File: src/rtl/pattern_scan_pkg.sv
// -----------------------------------------------------------------------------
// pattern_scan_pkg
// Shared types and constants for the bit-serial pattern scanner.
//   state_e    : controller states IDLE / SHIFT / DONE
//   PATTERN_W  : width of the detected pattern (3 bits, bit 2 oldest)
//   FILL_SAT   : saturation value of the history fill counter
// -----------------------------------------------------------------------------
package pattern_scan_pkg;

    typedef enum logic [1:0] {
        IDLE  = 2'd0,
        SHIFT = 2'd1,
        DONE  = 2'd2
    } state_e;

    localparam int         PATTERN_W = 3;
    localparam logic [1:0] FILL_SAT  = 2'd3;

endpackage

File: src/rtl/pattern_scan_ctrl_if.sv
// -----------------------------------------------------------------------------
// pattern_scan_ctrl_if
// Groups the word-input and result handshakes of pattern_scan_ctrl.
//   cfg_pattern : pattern to detect, sampled on word accept
//   in_valid / in_ready / in_data    : word input handshake
//   out_valid / out_ready / out_count : result handshake
//   hit         : one-cycle pulse per matching bit
// Modports: master (producer/consumer side), slave (the scanner).
// -----------------------------------------------------------------------------
import pattern_scan_pkg::*;

interface pattern_scan_ctrl_if #(
    parameter int WORD_W = 8,
    parameter int CNT_W  = 4
) ();
    logic [PATTERN_W-1:0] cfg_pattern;
    logic                 in_valid;
    logic                 in_ready;
    logic [WORD_W-1:0]    in_data;
    logic                 out_valid;
    logic                 out_ready;
    logic [CNT_W-1:0]     out_count;
    logic                 hit;

    modport master (
        output cfg_pattern, in_valid, in_data, out_ready,
        input  in_ready, out_valid, out_count, hit
    );

    modport slave (
        input  cfg_pattern, in_valid, in_data, out_ready,
        output in_ready, out_valid, out_count, hit
    );
endinterface

File: src/rtl/pattern_match_core.sv
// -----------------------------------------------------------------------------
// pattern_match_core
// Bit-serial 3-bit pattern detector with history and fill tracking.
// Ports:
//   clk, reset : clock, synchronous active-high reset
//   clear      : clears history and fill counter (word start)
//   shift_en   : a new bit is presented on bit_in this cycle
//   bit_in     : incoming bit (newest)
//   pattern    : pattern to match, bit 2 is the oldest bit
//   match      : combinational, high when the window ending at bit_in matches
// -----------------------------------------------------------------------------
module pattern_match_core
    import pattern_scan_pkg::*;
(
    input  logic                 clk,
    input  logic                 reset,
    input  logic                 clear,
    input  logic                 shift_en,
    input  logic                 bit_in,
    input  logic [PATTERN_W-1:0] pattern,
    output logic                 match
);

    // The newest bit of the 3-bit window arrives live on bit_in, so only the
    // two older bits need storing.
    logic [PATTERN_W-2:0] hist_q;
    logic [1:0]           fill_q;

    always_ff @(posedge clk) begin
        if (reset || clear) begin
            hist_q <= '0;
            fill_q <= '0;
        end else if (shift_en) begin
            hist_q <= {hist_q[0], bit_in};
            if (fill_q != FILL_SAT) begin
                fill_q <= fill_q + 2'd1;
            end
        end
    end

    // A match needs two real bits of history before the incoming one.
    assign match = shift_en && (fill_q >= 2'd2) && ({hist_q, bit_in} == pattern);

endmodule

File: src/rtl/pattern_scan_ctrl.sv
// -----------------------------------------------------------------------------
// pattern_scan_ctrl
// Accepts a word, shifts it MSB-first through pattern_match_core one bit per
// clock, counts (saturating) the overlapping matches and returns the count.
// Ports:
//   clk   : system clock, rising edge
//   reset : synchronous active-high reset
//   bus   : pattern_scan_ctrl_if.slave (word in, result out, hit pulse)
// Parameters: WORD_W (3..32) word width, CNT_W count width.
// Build option: define CARRY_HIST_EN to keep the match history across words,
// so matches spanning a word boundary count in the later word.
// -----------------------------------------------------------------------------
module pattern_scan_ctrl
    import pattern_scan_pkg::*;
#(
    parameter int WORD_W = 8,
    parameter int CNT_W  = 4
) (
    input  logic                 clk,
    input  logic                 reset,
    pattern_scan_ctrl_if.slave   bus
);

    localparam int               BC_W    = $clog2(WORD_W);
    localparam logic [CNT_W-1:0] CNT_MAX = {CNT_W{1'b1}};

    state_e               state_q;
    logic [WORD_W-1:0]    shift_q;
    logic [BC_W-1:0]      bitcnt_q;
    logic [CNT_W-1:0]     cnt_q;
    logic [CNT_W-1:0]     cnt_d;
    logic [PATTERN_W-1:0] pat_q;
    logic                 in_ready_q;
    logic                 out_valid_q;

    logic accept;
    logic core_clear;
    logic match;

    assign accept = in_ready_q && bus.in_valid;

`ifdef CARRY_HIST_EN
    // History survives across words; only reset clears it.
    assign core_clear = 1'b0;
`else
    assign core_clear = accept;
`endif

    pattern_match_core u_core (
        .clk      (clk),
        .reset    (reset),
        .clear    (core_clear),
        .shift_en (state_q == SHIFT),
        .bit_in   (shift_q[WORD_W-1]),
        .pattern  (pat_q),
        .match    (match)
    );

    // Count holds at its maximum; hit keeps pulsing regardless.
    assign cnt_d = (match && (cnt_q != CNT_MAX)) ? cnt_q + 1'b1 : cnt_q;

    always_ff @(posedge clk) begin
        if (reset) begin
            state_q     <= IDLE;
            shift_q     <= '0;
            bitcnt_q    <= '0;
            cnt_q       <= '0;
            pat_q       <= '0;
            in_ready_q  <= 1'b1;
            out_valid_q <= 1'b0;
        end else begin
            case (state_q)
                IDLE: begin
                    if (accept) begin
                        shift_q    <= bus.in_data;
                        pat_q      <= bus.cfg_pattern;
                        bitcnt_q   <= BC_W'(WORD_W - 1);
                        cnt_q      <= '0;
                        in_ready_q <= 1'b0;
                        state_q    <= SHIFT;
                    end
                end
                SHIFT: begin
                    shift_q <= {shift_q[WORD_W-2:0], 1'b0};
                    cnt_q   <= cnt_d;
                    if (bitcnt_q == '0) begin
                        out_valid_q <= 1'b1;
                        state_q     <= DONE;
                    end else begin
                        bitcnt_q <= bitcnt_q - 1'b1;
                    end
                end
                DONE: begin
                    // No skid buffer: the next word waits until the result is taken.
                    if (bus.out_ready) begin
                        out_valid_q <= 1'b0;
                        in_ready_q  <= 1'b1;
                        state_q     <= IDLE;
                    end
                end
                default: begin
                    out_valid_q <= 1'b0;
                    in_ready_q  <= 1'b1;
                    state_q     <= IDLE;
                end
            endcase
        end
    end

    assign bus.in_ready  = in_ready_q;
    assign bus.out_valid = out_valid_q;
    assign bus.out_count = cnt_q;
    assign bus.hit       = match;

endmodule
File: src/flat_wrapper.sv
// flat-port wrapper written by rule: the top's interface ports become plain ports
module pattern_scan_ctrl_flat import pattern_scan_pkg::*;
#(
    parameter int WORD_W = 8,
    parameter int CNT_W  = 4
)
  (clk, reset, bus_cfg_pattern, bus_in_valid, bus_in_data, bus_out_ready, bus_in_ready, bus_out_valid, bus_out_count, bus_hit);
  pattern_scan_ctrl_if #(.WORD_W(WORD_W), .CNT_W(CNT_W)) bus_i ();
  input  logic clk;
  input  logic reset;
  input wire logic [$bits(bus_i.cfg_pattern)-1:0] bus_cfg_pattern;
  input wire logic [$bits(bus_i.in_valid)-1:0] bus_in_valid;
  input wire logic [$bits(bus_i.in_data)-1:0] bus_in_data;
  input wire logic [$bits(bus_i.out_ready)-1:0] bus_out_ready;
  output wire logic [$bits(bus_i.in_ready)-1:0] bus_in_ready;
  output wire logic [$bits(bus_i.out_valid)-1:0] bus_out_valid;
  output wire logic [$bits(bus_i.out_count)-1:0] bus_out_count;
  output wire logic [$bits(bus_i.hit)-1:0] bus_hit;
  assign bus_i.cfg_pattern = bus_cfg_pattern;
  assign bus_i.in_valid = bus_in_valid;
  assign bus_i.in_data = bus_in_data;
  assign bus_i.out_ready = bus_out_ready;
  assign bus_in_ready = bus_i.in_ready;
  assign bus_out_valid = bus_i.out_valid;
  assign bus_out_count = bus_i.out_count;
  assign bus_hit = bus_i.hit;
  pattern_scan_ctrl #(.WORD_W(WORD_W), .CNT_W(CNT_W)) u_core (.clk(clk), .reset(reset), .bus(bus_i));
endmodule
File: config.mk
export PLATFORM = sky130hd
export DESIGN_NAME = pattern_scan_ctrl_flat
export DESIGN_NICKNAME = d
export VERILOG_FILES = /design/src/rtl/pattern_scan_pkg.sv /design/src/rtl/pattern_scan_ctrl_if.sv /design/src/rtl/pattern_match_core.sv /design/src/rtl/pattern_scan_ctrl.sv /design/src/flat_wrapper.sv
export SDC_FILE = /design/constraint.sdc
export NUM_CORES = 1
export LEC_CHECK = 0
export BUFFER_PORTS_ARGS = -buffer_cell sky130_fd_sc_hd__buf_2
export CAP_MARGIN = 20
export CORE_UTILIZATION = 30
export CTS_CLUSTER_DIAMETER = 40
export CTS_CLUSTER_SIZE = 16
export DETAILED_ROUTE_END_ITERATION = 10
export MAX_ROUTING_LAYER = met4
export PLACE_DENSITY = 0.55
export REMOVE_ABC_BUFFERS = 1
export SLEW_MARGIN = 20
export SYNTH_ARGS = -nofsm -noshare
export SYNTH_HDL_FRONTEND = slang
export SYNTH_HIERARCHICAL = 1
export SYNTH_SLANG_ARGS = --single-unit
File: constraint.sdc
create_clock -name clk -period 2.7 [get_ports clk]
set_clock_uncertainty 0.05 [all_clocks]
set_input_delay 0.135 -clock clk [delete_from_list [all_inputs] [get_ports clk]]
set_output_delay 0.135 -clock clk [all_outputs]
set_load 0.01 [all_outputs]
==> qor.csv <==
stage,metric,value,unit
setup_path,r2r_start,u_core/state_q[0],
cts,cts_resized,0,
yosys,synth_seq_area_share,0.395,
setup_path,timing.rr.end,u_core/bus.out_count[2],
run_status,run_status,finished clean,
power_and_ir_drop,combPwrFrac,0.243,
setup_path,path_max_fanout,10,
power_and_ir_drop,switching_share,0.301,
sta,fin_crit_sh,0.831,
cts,cts_tree,done,
setup_path,crit_required,2.85,ns
sta,max_freq,0.446,GHz
sta,drv_slew,0,
placement,dpl-instance-area,1450,um2
sta,rsz0062_at_grt,no,
die,num_rows,23,
power_and_ir_drop,p_clk_frac,0.244,
sta,slew_headroom,0.592,
global_routing,antenna_found_initial,0,
power_and_ir_drop,p_total,0.000889,W
routing,drtIter0Drc,55,
yosys,avgSynthCellArea,9.49,um2
cts,clkTransAtPathRegs,0.09,ns
yosys,netlist_instances,139,
routing,wl_per_cell,13.0,um
yosys,synth_top_area_cell,dfxtp_1,
global_routing,overflow,0,
setup_path,crit_type,reg2reg,
layout,postLayoutCellArea,1490,um2
hold_path,min_path_type,in2reg,
layout,nFillCells,428,
hold_path,whs_path_depth,3,
placement,io_buffers,21,
setup_path,r2r_setup_slack,0.46,ns
sta,tightest_slew,0.606,ns
layout,drive_gt1_frac,0.266,
global_routing,grt_max_degree,28,
die,start_util,0.320,
placement,place.gp.congestion,0.777,
routing,drcViolationCount,0,
yosys,yosys-top-cells-area,"dfxtp_1, nor4_2, nor2_1, ha_1, nor3_2",
global_routing,grt_pass1_vias,974,
global_routing,grt_pass1_wl,4.17,mm
power_and_ir_drop,switching_power,0.000267,W
sta,timing_hold_violations_final,0,
cts,cts_root_buffer,clkbuf_8,
placement,place_inst,205,
layout,final_nets,180,
flow_run,cap_violations,0,
routing,drt-pass1-iter-count,4,
cts,cts_buffers,3,
cts,cts_post_setup_buffers_inserted,0,
layout,layoutNonFillerInstCount,208,
setup_path,endpoint_kind,flip-flop,
setup_path,arrival,2.39,ns
layout,antenna_cells,0,
sta,whs,0.0536,ns
yosys,yosys_warnings,6,
layout,area_delta_synth_final,13.2,%
cts,clkSinkCount,26,
setup_path,worst_setup_path_start_kind,flip-flop,
yosys,synth_top_area_share,0.395,
die,die_area,4660,um2
setup_path,reg2reg_depth,7,
hold_path,worst_hold_path.endpoint,u_core/shift_q[0],
power_and_ir_drop,seq_power_share,0.513,
power_and_ir_drop,vdd_drop_max,0.157,mV
hold_path,hp-start,bus_in_data[0],
die,chipWidth,68.3,um
die,core_area,4120,um2
placement,dp_hpwl,1.92,mm
cts,cts_max_path_buffers,2,
cts,cts_hold_buf,0,
die,fp.dieH,68.3,um
yosys,yosysUniqueCellTypes,39,
routing,ant_nets,0,
yosys,ys_ff_latch,26,
sta,finalSetupViolations,0,
routing,drt-total-wl,2.70,mm
sta,fin_crit,2.24,ns
die,ios,22,
global_routing,track_usage,0.123,
power_and_ir_drop,intPower,0.000622,W
cts,cts_max_level,1,
routing,dr_total_vias,1026,
power_and_ir_drop,power_density,596,nW/um2
routing,viasPerCell,4.93,
power_and_ir_drop,p_leak,0.626,nW
yosys,syn_area,1320,um2
cts,clock_latency,0.27,ns
==> cell usage after synthesis <==
cell,count
clkbuf_1,1
nor4bb_1,1
xnor2_1,1
dfxtp_1,26
nand2_1,9
o211ai_1,3
nor4_2,6
mux2i_1,3
nor3_1,5
and2b_2,1
and4bb_1,1
buf_4,2
nor2_1,19
o2bb2ai_1,1
and2_1,1
buf_2,1
ha_1,5
or3b_1,1
nor3_2,6
or3_1,2
and3_1,1
nand4bb_4,1
a21oi_1,7
nand3_1,3
nor4_1,2
nand3b_1,3
a221oi_1,1
a2111oi_2,1
o21a_1,1
nand3b_4,1
buf_6,2
o21ai_0,2
a21o_1,1
inv_1,5
a31oi_1,2
a211oi_1,2
xor2_1,3
buf_1,1
nand2b_1,5
==> power groups by stage <==
stage / logic (W) / registers [W] / clock network (W)
after floorplan: 0.000157 / 0.000460 / 0
after global placement: 0.000212 / 0.000464 / 0
after detailed placement: 0.000217 / 0.000466 / 0
after CTS: 0.000219 / 0.000457 / 0.000225
after global routing: 0.000241 / 0.000462 / 0.000238
final: 0.000216 / 0.000456 / 0.000217
==> state kept, by name (all words and copies together), names as in the netlist <==
register / count
u_core/bitcnt_q: 3
u_core/bus.in_ready: 1
u_core/bus.out_count: 4
u_core/bus.out_valid: 1
u_core/pat_q: 3
u_core/shift_q: 8
u_core/state_q: 2
u_core/u_core/fill_q: 2
u_core/u_core/hist_q: 2
==> worst max path at each step <==
stage / start / to / slack [ns]
final: u_core/state_q[0] / u_core/bus.out_count[2] / 0.46
after global routing: u_core/state_q[0] / u_core/bus.out_count[2] / 0.27
after CTS: u_core/state_q[0] / u_core/bus.out_count[2] / 0.44
after detailed placement: u_core/state_q[0] / u_core/bus.out_count[2] / 0.47
after global placement: u_core/state_q[0] / u_core/bus.out_count[2] / 0.62
after floorplan: u_core/state_q[0] / u_core/bus.out_count[2] / -0.06
==> layout make-up <==
class                           instances  area (um2)  area share
Timing Repair Buffer                   23         120      0.0805
Inverter                                5        18.8      0.0126
Sequential cell                        26         520       0.349
Tap cell                               50        62.6      0.0419
Clock buffer                            3        41.3      0.0277
Multi-Input combinational cell        101         729       0.489
==> layout by cell type (no fill, tap or decap), types with 2 or more instances in the layout <==
| cell type | instances |
|---|---|
| clkbuf_8 | 3 |
| or3_1 | 2 |
| ha_1 | 5 |
| nand2b_1 | 5 |
| o21ai_0 | 2 |
| nor4_2 | 6 |
| nor3_1 | 5 |
| a211oi_1 | 2 |
| a31oi_1 | 2 |
| nor2_1 | 19 |
| a21oi_1 | 7 |
| nor4_1 | 2 |
| nand3_1 | 3 |
| mux2i_1 | 3 |
| xor2_1 | 3 |
| dfxtp_1 | 26 |
| nand2_1 | 9 |
| o211ai_1 | 3 |
| buf_4 | 2 |
| nand3b_1 | 3 |
| nor3_2 | 6 |
| inv_1 | 5 |
| buf_2 | 21 |
==> per-stage QoR <==
stage / setup WS (ns) / TNS, ns / utilization
floorplan: -0.0642 / -0.0987 / -
global placement: 0.623 / 0 / 0.353
detailed placement: 0.475 / 0 / 0.353
CTS: 0.443 / 0 / 0.363
global route: 0.273 / 0 / 0.363
finish: 0.457 / 0 / 0.363
==> layer usage <==
metal / part of all wire / GRT usage
met5: 0 / -
met4: 0.013 / 0.0469
met3: 0.026 / 0.0200
met2: 0.48 / 0.211
met1: 0.48 / 0.143
==> critical path: stages (launching register included) <==
cell,delay (ns)
dfxtp_1,0.53
nand2b_1,0.13
inv_1,0.08
o21ai_0,0.09
nor4_1,0.56
nand3b_4,0.17
or3b_1,0.40
a31oi_1,0.15
==> cells by family (layout without fill, tap and decap cells) <==
| group | Yosys count | in the layout | synth area share |
|---|---|---|---|
| compound gates | 21 | 21 | 0.108 |
| xor+xnor | 4 | 4 | 0.0266 |
| fa+ha+maj | 5 | 5 | 0.0474 |
| buf+inv | 12 | 31 | 0.0522 |
| flops | 26 | 26 | 0.395 |
| mux | 3 | 3 | 0.0228 |
| simple gates | 68 | 68 | 0.348 |
Power figures use the tool's default switching activity.
